--- config.mk ---
export PLATFORM = sky130hd
export DESIGN_NAME = mod_exp_rl
export DESIGN_NICKNAME = d
export VERILOG_FILES = /design/src/rtl/rsa_pkg.sv /design/src/rtl/mod_exp_rl.sv
export SDC_FILE = /design/constraint.sdc
export NUM_CORES = 1
export LEC_CHECK = 0
export CAP_MARGIN = 20
export CORE_MARGIN = 4
export CORE_UTILIZATION = 51
export DETAILED_ROUTE_END_ITERATION = 16
export HOLD_SLACK_MARGIN = 0.02
export PLACE_DENSITY = 0.8
export SLEW_MARGIN = 10
export SYNTH_ARGS = -nofsm -noshare
export SYNTH_HDL_FRONTEND = slang
export SYNTH_SLANG_ARGS = --single-unit
--- constraint.sdc ---
create_clock -name clk -period 3.4 [get_ports clk]
set_input_delay 1.02 -clock clk [delete_from_list [all_inputs] [get_ports clk]]
set_output_delay 1.02 -clock clk [all_outputs]
set_load 0.005 [all_outputs]
--- src/rtl/rsa_pkg.sv ---
// Shared definitions for the RSA datapath: default widths, controller state
// encoding and the Montgomery constant one.
package rsa_pkg;

   localparam int unsigned RSA_WIDTH = 32;
   localparam int unsigned RSA_LEN_W = 8;

   // Exponentiation controller states; each MM state has an issue and a wait phase.
   typedef enum logic [2:0] {
      ST_IDLE      = 3'd0,
      ST_CONV_M    = 3'd1,
      ST_CONV_ONE  = 3'd2,
      ST_MUL       = 3'd3,
      ST_SQR       = 3'd4,
      ST_NEXT      = 3'd5,
      ST_FROM_MONT = 3'd6,
      ST_FINISH    = 3'd7
   } exp_state_e;

   typedef enum logic {
      PH_ISSUE = 1'b0,
      PH_WAIT  = 1'b1
   } mm_phase_e;

   localparam logic [RSA_WIDTH-1:0] ONE = RSA_WIDTH'(1);

endpackage

--- src/rtl/mod_exp_rl.sv ---
// Right-to-left binary modular exponentiation controller.
// Computes result = base^exponent mod modulus by sequencing an external
// Montgomery multiplier (R = 2^len) through its start/done handshake.
// Ports:
//   clk, rstn            clock, async active-low reset
//   start                one-cycle request, sampled only in IDLE
//   len, base, exponent, modulus, r2   operation inputs, latched on start
//   busy, done, result   status and final value
//   mm_start, mm_len, mm_a, mm_b, mm_mod   multiplier request side
//   mm_done, mm_out      multiplier completion side
module mod_exp_rl
   import rsa_pkg::*;
#(
   parameter int unsigned WIDTH = RSA_WIDTH,
   parameter int unsigned LEN_W = RSA_LEN_W
) (
   input  logic             clk,
   input  logic             rstn,
   input  logic             start,
   input  logic [LEN_W-1:0] len,
   input  logic [WIDTH-1:0] base,
   input  logic [WIDTH-1:0] exponent,
   input  logic [WIDTH-1:0] modulus,
   input  logic [WIDTH-1:0] r2,
   output logic             busy,
   output logic             done,
   output logic [WIDTH-1:0] result,
   output logic             mm_start,
   output logic [LEN_W-1:0] mm_len,
   output logic [WIDTH-1:0] mm_a,
   output logic [WIDTH-1:0] mm_b,
   output logic [WIDTH-1:0] mm_mod,
   input  logic             mm_done,
   input  logic [WIDTH-1:0] mm_out
);

   localparam logic [WIDTH-1:0] ONE_W = WIDTH'(ONE);

   exp_state_e state_q, state_d;
   mm_phase_e  phase_q, phase_d;

   logic [LEN_W-1:0] len_q, len_d;
   logic [WIDTH-1:0] base_q, base_d;
   logic [WIDTH-1:0] exp_q, exp_d;
   logic [WIDTH-1:0] mod_q, mod_d;
   logic [WIDTH-1:0] r2_q, r2_d;
   logic [WIDTH-1:0] z_q, z_d;
   logic [WIDTH-1:0] a_q, a_d;
   logic [LEN_W-1:0] i_q, i_d;

   logic             busy_q, busy_d;
   logic             done_q, done_d;
   logic [WIDTH-1:0] result_q, result_d;
   logic             mm_start_q, mm_start_d;
   logic [WIDTH-1:0] mm_a_q, mm_a_d;
   logic [WIDTH-1:0] mm_b_q, mm_b_d;

   logic             mm_done_q;
   logic             mm_edge_c;

   logic [WIDTH-1:0] op_a_c, op_b_c;
   logic [LEN_W-1:0] disp_idx_c;
   logic [WIDTH-1:0] exp_shift_c;
   logic             disp_bit_c;
   logic             disp_last_c;
   logic             last_c;
   exp_state_e       disp_st_c;

   // Rising-edge detector on mm_done; a held-high done is consumed once.
   always_ff @(posedge clk or negedge rstn) begin
      if (!rstn) begin
         mm_done_q <= 1'b0;
      end else begin
         mm_done_q <= mm_done;
      end
   end

   assign mm_edge_c = mm_done & ~mm_done_q;

   // Current bit index is the last scanned one (i >= len-1).
   assign last_c = ({1'b0, i_q} + (LEN_W + 1)'(1)) >= {1'b0, len_q};

   // Dispatch for the bit about to be scanned: index 0 after CONV_ONE, i+1 from NEXT.
   // Shifting out past WIDTH makes high-index bits read as zero.
   assign disp_idx_c  = (state_q == ST_NEXT) ? (i_q + LEN_W'(1)) : '0;
   assign exp_shift_c = exp_q >> disp_idx_c;
   assign disp_bit_c  = exp_shift_c[0];
   assign disp_last_c = ({1'b0, disp_idx_c} + (LEN_W + 1)'(1)) >= {1'b0, len_q};
   assign disp_st_c   = disp_bit_c  ? ST_MUL :
                        disp_last_c ? ST_FROM_MONT : ST_SQR;

   // Operand selection for the multiplier call of the current state.
   always_comb begin
      op_a_c = '0;
      op_b_c = '0;
      case (state_q)
         ST_CONV_M:    begin op_a_c = base_q; op_b_c = r2_q;  end
         ST_CONV_ONE:  begin op_a_c = ONE_W;  op_b_c = r2_q;  end
         ST_MUL:       begin op_a_c = a_q;    op_b_c = z_q;   end
         ST_SQR:       begin op_a_c = z_q;    op_b_c = z_q;   end
         ST_FROM_MONT: begin op_a_c = a_q;    op_b_c = ONE_W; end
         default:      ;
      endcase
   end

   // State register.
   always_ff @(posedge clk or negedge rstn) begin
      if (!rstn) begin
         state_q <= ST_IDLE;
         phase_q <= PH_ISSUE;
      end else begin
         state_q <= state_d;
         phase_q <= phase_d;
      end
   end

   // Next-state logic.
   always_comb begin
      state_d = state_q;
      phase_d = phase_q;
      case (state_q)
         ST_IDLE: begin
            if (start) begin
               state_d = ST_CONV_M;
               phase_d = PH_ISSUE;
            end
         end
         ST_NEXT: begin
            state_d = disp_st_c;
            phase_d = PH_ISSUE;
         end
         ST_FINISH: begin
            state_d = ST_IDLE;
            phase_d = PH_ISSUE;
         end
         default: begin
            if (phase_q == PH_ISSUE) begin
               phase_d = PH_WAIT;
            end else if (mm_edge_c) begin
               phase_d = PH_ISSUE;
               case (state_q)
                  ST_CONV_M:    state_d = ST_CONV_ONE;
                  ST_CONV_ONE:  state_d = (len_q == '0) ? ST_FROM_MONT : disp_st_c;
                  ST_MUL:       state_d = last_c ? ST_FROM_MONT : ST_SQR;
                  ST_SQR:       state_d = ST_NEXT;
                  ST_FROM_MONT: state_d = ST_FINISH;
                  default:      state_d = state_q;
               endcase
            end
         end
      endcase
   end

   // Output and datapath next values.
   always_comb begin
      busy_d     = busy_q;
      done_d     = 1'b0;
      result_d   = result_q;
      mm_start_d = 1'b0;
      mm_a_d     = mm_a_q;
      mm_b_d     = mm_b_q;
      len_d      = len_q;
      base_d     = base_q;
      exp_d      = exp_q;
      mod_d      = mod_q;
      r2_d       = r2_q;
      z_d        = z_q;
      a_d        = a_q;
      i_d        = i_q;
      case (state_q)
         ST_IDLE: begin
            if (start) begin
               len_d  = len;
               base_d = base;
               exp_d  = exponent;
               mod_d  = modulus;
               r2_d   = r2;
               busy_d = 1'b1;
            end
         end
         ST_NEXT: begin
            i_d = disp_idx_c;
         end
         ST_FINISH: ;
         default: begin
            if (phase_q == PH_ISSUE) begin
               mm_start_d = 1'b1;
               mm_a_d     = op_a_c;
               mm_b_d     = op_b_c;
            end else if (mm_edge_c) begin
               case (state_q)
                  ST_CONV_M:   z_d = mm_out;
                  ST_CONV_ONE: begin
                     a_d = mm_out;
                     i_d = '0;
                  end
                  ST_MUL:      a_d = mm_out;
                  ST_SQR:      z_d = mm_out;
                  ST_FROM_MONT: begin
                     result_d = mm_out;
                     done_d   = 1'b1;
                     busy_d   = 1'b0;
                  end
                  default: ;
               endcase
            end
         end
      endcase
   end

   // Datapath and output registers.
   always_ff @(posedge clk or negedge rstn) begin
      if (!rstn) begin
         busy_q     <= 1'b0;
         done_q     <= 1'b0;
         result_q   <= '0;
         mm_start_q <= 1'b0;
         mm_a_q     <= '0;
         mm_b_q     <= '0;
         len_q      <= '0;
         base_q     <= '0;
         exp_q      <= '0;
         mod_q      <= '0;
         r2_q       <= '0;
         z_q        <= '0;
         a_q        <= '0;
         i_q        <= '0;
      end else begin
         busy_q     <= busy_d;
         done_q     <= done_d;
         result_q   <= result_d;
         mm_start_q <= mm_start_d;
         mm_a_q     <= mm_a_d;
         mm_b_q     <= mm_b_d;
         len_q      <= len_d;
         base_q     <= base_d;
         exp_q      <= exp_d;
         mod_q      <= mod_d;
         r2_q       <= r2_d;
         z_q        <= z_d;
         a_q        <= a_d;
         i_q        <= i_d;
      end
   end

   assign busy     = busy_q;
   assign done     = done_q;
   assign result   = result_q;
   assign mm_start = mm_start_q;
   assign mm_a     = mm_a_q;
   assign mm_b     = mm_b_q;
   assign mm_len   = len_q;
   assign mm_mod   = mod_q;

endmodule

==> qor.yml, run 1 <==
worstPathRequired_ns: 3.81
worstPathArrival_ns: 3.36
place_inst: 1684
fin_cells: 1745
io_pins: 311
peakVddDrop_uv: 451
syn_nets: 1253
worstMarginPinSlew_ns: 0.927
end_kind: "register"
synth_flop_cell: "dfrtp_1"
multi_input_area_mm2: 0.00575
die-area_mm2: 0.0299
grt_remaining_overflow: 0
io_buffers: 310
min-delay-start: "mm_a[19]"
core.rowCount: 60
drv_cap: 0
skew_ns: 0.0185
switching_share_pct: 32.9
die_y_um: 173
syn_area_mm2: 0.0139
numCtsBuffers: 35
holdPathStages: 1
clock-sinks: 312
grt_pass1_wl_um: 59300
antenna_left: 0
p_comb_share_pct: 41.4
vias_per_cell: 5.70
slew_viol_final: 0
min_to: "mm_a[19]"
hold_viol: 0
dpl_cell_area_mm2: 0.0176
timing.hold.ws_ns: 0.488
fp.dieW_um: 173
grt_max_degree: 78
final_cell_area_mm2: 0.0188
cts_max_level: 2
avgRoutedWirePerCell_um: 21.1
postCtsSetupBuffers: 0
p_sw_uw: 5780
yosysWarningCount: 0
synthCells: 1063
status: "complete, no violations"
vias: 9952
min_path_type: "reg -> reg"
yosysUniqueCellTypes: 61
fin_tns_setup_ns: 0
synth_edf_count: 0
clk_latency_ns: 0.51
highest-signal-layer: "met4"
synth-simple-area-share_pct: 4.75
synthAdderAreaFrac_pct: 1.62
gp_congestion: 0.845
met2_length_um: 18500
reg2reg_to: "state_q[1]"
core_mm2: 0.0269
clock-root-buffer: "clkbuf_16"
grt_antenna_before_repair: 1
p_int_uw: 11800
avgSynthCellArea_um2: 13.0
clkSlewWorstSetupHoldPaths_ns: 0.06
fin_nets: 1570
dr.pass1.iters: 4
drive_above_1_share_pct: 24.4
power_leakage_uw: 0.00780
ys_seq_area_share_pct: 56.3
setup_viol: 0
clk_path_buf_depth: 3
grt_pass1_vias: 10685
drt_iter0_drc: 564
initial_utilization_pct: 51.6
async_flop_share_pct: 100
synth_compound_area_share_pct: 10.6
reg2regPathDepth: 12
grtUsageTotal_pct: 24.4
drc: 0
p_seq_share_pct: 37.5
r2r_slack_ns: 0.45
rsz0062_at_grt: "no"
critical_path_class: "reg -> reg"
synthMuxAreaShare_pct: 23.2
clockPowerShare_pct: 21.1
fillers: 1884
crit_fanout: 21
power_uw: 17600
timing.final.crit_period_ns: 2.95
synth_top_family_by_area: "multiplexers"
postCtsHoldBufs: 0
yosys.area_share.xor_xnor_pct: 0.884
wl_met3_um: 2180
p_per_area_mw_per_mm2: 937
area_delta_synth_final_pct: 35.3
dp_hpwl_um: 25400
finalCritPeriodShare_pct: 86.8
r2r-start: "i_q[0]"
start_kind: "register"
relSlewSlack_pct: 38.0
fmaxAchievable_mhz: 339
wl_met1_um: 15000
synth-seq-cells: 312
cts_tree: "built"
totalWireLength_um: 36800
seq_area_mm2: 0.00781
post_cts_resized: 0
[layer usage]
layer | GRT usage, % | up-vias
li1 | - | 4546
met1 | 31.0 | 5039
met2 | 41.6 | 302
met3 | 5.40 | 65
met4 | 8.25 | 0
met5 | 0 | -
[power groups by stage]
stage                     combinational (uW)  clock [uW]  sequential, uW
after floorplan                         4210           0            6380
after global placement                  7050           0            6540
after detailed placement                7280           0            6620
after CTS                               7350        3800            6580
after global routing                    7940        3970            6800
final                                   7270        3720            6590
[worst max-delay path by stage]
stage                     cells after the start  slack, ns  startpoint          to
after detailed placement                      5       0.41     mm_done     z_q[12]
after global routing                          7       0.29  state_q[1]     mm_b[9]
after global placement                        5       0.50     mm_done     z_q[14]
after CTS                                     7       0.45  state_q[1]     mm_b[9]
final                                        12       0.45      i_q[0]  state_q[1]
after floorplan                              14       0.64      i_q[0]  state_q[1]
[sequential cells by signal (all words and copies together) (netlist names)]
register,cells
mm_start,1
i_q,8
mm_b,32
base_q,32
z_q,32
a_q,32
mm_mod,32
busy,1
r2_q,32
mm_done_q,1
exp_q,32
state_q,3
mm_a,32
mm_len,8
result,32
done,1
phase_q,1
[layout by cell type (no fill, tap or decap), types with 3 or more instances in the layout]
cell type / n
o21ai_0: 21
clkbuf_1: 6
o21a_1: 32
a311oi_1: 3
nand2b_1: 7
nand3b_1: 3
xor2_1: 5
buf_12: 12
o221ai_1: 31
a211oi_1: 3
nand2_2: 4
nand3_1: 11
nand4_1: 5
o211ai_1: 4
a22oi_1: 32
clkinv_2: 7
clkbuf_16: 36
xnor2_1: 4
mux2_2: 224
ha_1: 18
nor3_1: 10
nand2_1: 29
and2_1: 3
dfrtp_1: 311
a21o_1: 5
o2111ai_1: 3
a21oi_1: 47
nor2_4: 3
buf_4: 30
clkbuf_8: 7
nor2_1: 47
mux2i_1: 68
a31oi_1: 4
inv_1: 14
clkdlybuf4s50_1: 309
[synth_stat cells, types with 8 or more instances]
cell type / count / share of area, %
mux2i_1: 68 / 4.9
o221ai_1: 31 / 2.0
o21ai_0: 22 / 0.79
nand2_1: 30 / 0.81
a22oi_1: 32 / 1.7
dfrtp_1: 312 / 56
buf_2: 39 / 1.4
o21a_1: 32 / 1.7
nor2_1: 50 / 1.4
nand2b_1: 8 / 0.36
ha_1: 18 / 1.6
clkbuf_1: 30 / 0.81
a21oi_1: 48 / 1.7
inv_1: 14 / 0.38
nor3_1: 10 / 0.36
mux2_2: 224 / 18
nand3_1: 11 / 0.40
[logic make-up after synthesis]
kind of cell	count (synthesis)
flip-flops	312
multiplexers	293
AO/OA/AOI/OAI	205
AND/OR/NAND/NOR	137
buffers and inverters	87
adder cells (fa/ha/maj)	18
XOR/XNOR	11
[final cells by class]
class,count,share of cell area [%]
Clock buffer,49,5.43
Timing Repair Buffer,352,19.0
Sequential cell,312,41.6
Inverter,15,0.313
Multi-Input combinational cell,664,30.7
Tap cell,341,2.27
Clock inverter,11,0.640
Antenna cell,1,0.0133
[worst max-delay path, stage by stage (launching register included)]
cell and delay [ns]:
dfrtp_1 0.42, buf_4 0.31, nand2_1 0.09, nor2_1 0.19
xnor2_1 0.21, inv_1 0.13, ha_1 0.31, o2111ai_1 0.12
o21a_1 0.23, o21ai_0 0.29, a21oi_1 0.11, or3_1 0.33
a41oi_2 0.14
[through the flow]
step           util, %  setup WS [ns]
5_1_grt           69.8          0.293
6_report          69.8          0.450
3_5_place_dp      65.6          0.407
4_1_cts           69.8          0.446
2_1_floorplan        -          0.639
3_3_place_gp      65.6          0.498
Power figures use the tool's default switching activity.
==> run 2, diff against run 1 <==
--- a/config.mk
+++ b/config.mk
@@ -5,7 +5,6 @@
 export SDC_FILE = /design/constraint.sdc
 export NUM_CORES = 1
 export LEC_CHECK = 0
-export CAP_MARGIN = 20
 export CORE_MARGIN = 4
 export CORE_UTILIZATION = 51
 export DETAILED_ROUTE_END_ITERATION = 16
==> results of run 2 <==
No change in the layout: final DEF, timing and power equal those of run 1.
==> run 3, diff against run 2 <==
--- a/config.mk
+++ b/config.mk
@@ -10,6 +10,7 @@
 export DETAILED_ROUTE_END_ITERATION = 16
 export HOLD_SLACK_MARGIN = 0.02
 export PLACE_DENSITY = 0.8
+export SKIP_LAST_GASP = 1
 export SLEW_MARGIN = 10
 export SYNTH_ARGS = -nofsm -noshare
 export SYNTH_HDL_FRONTEND = slang
==> results of run 3 <==
No change in the layout: final DEF, timing and power equal those of run 1.
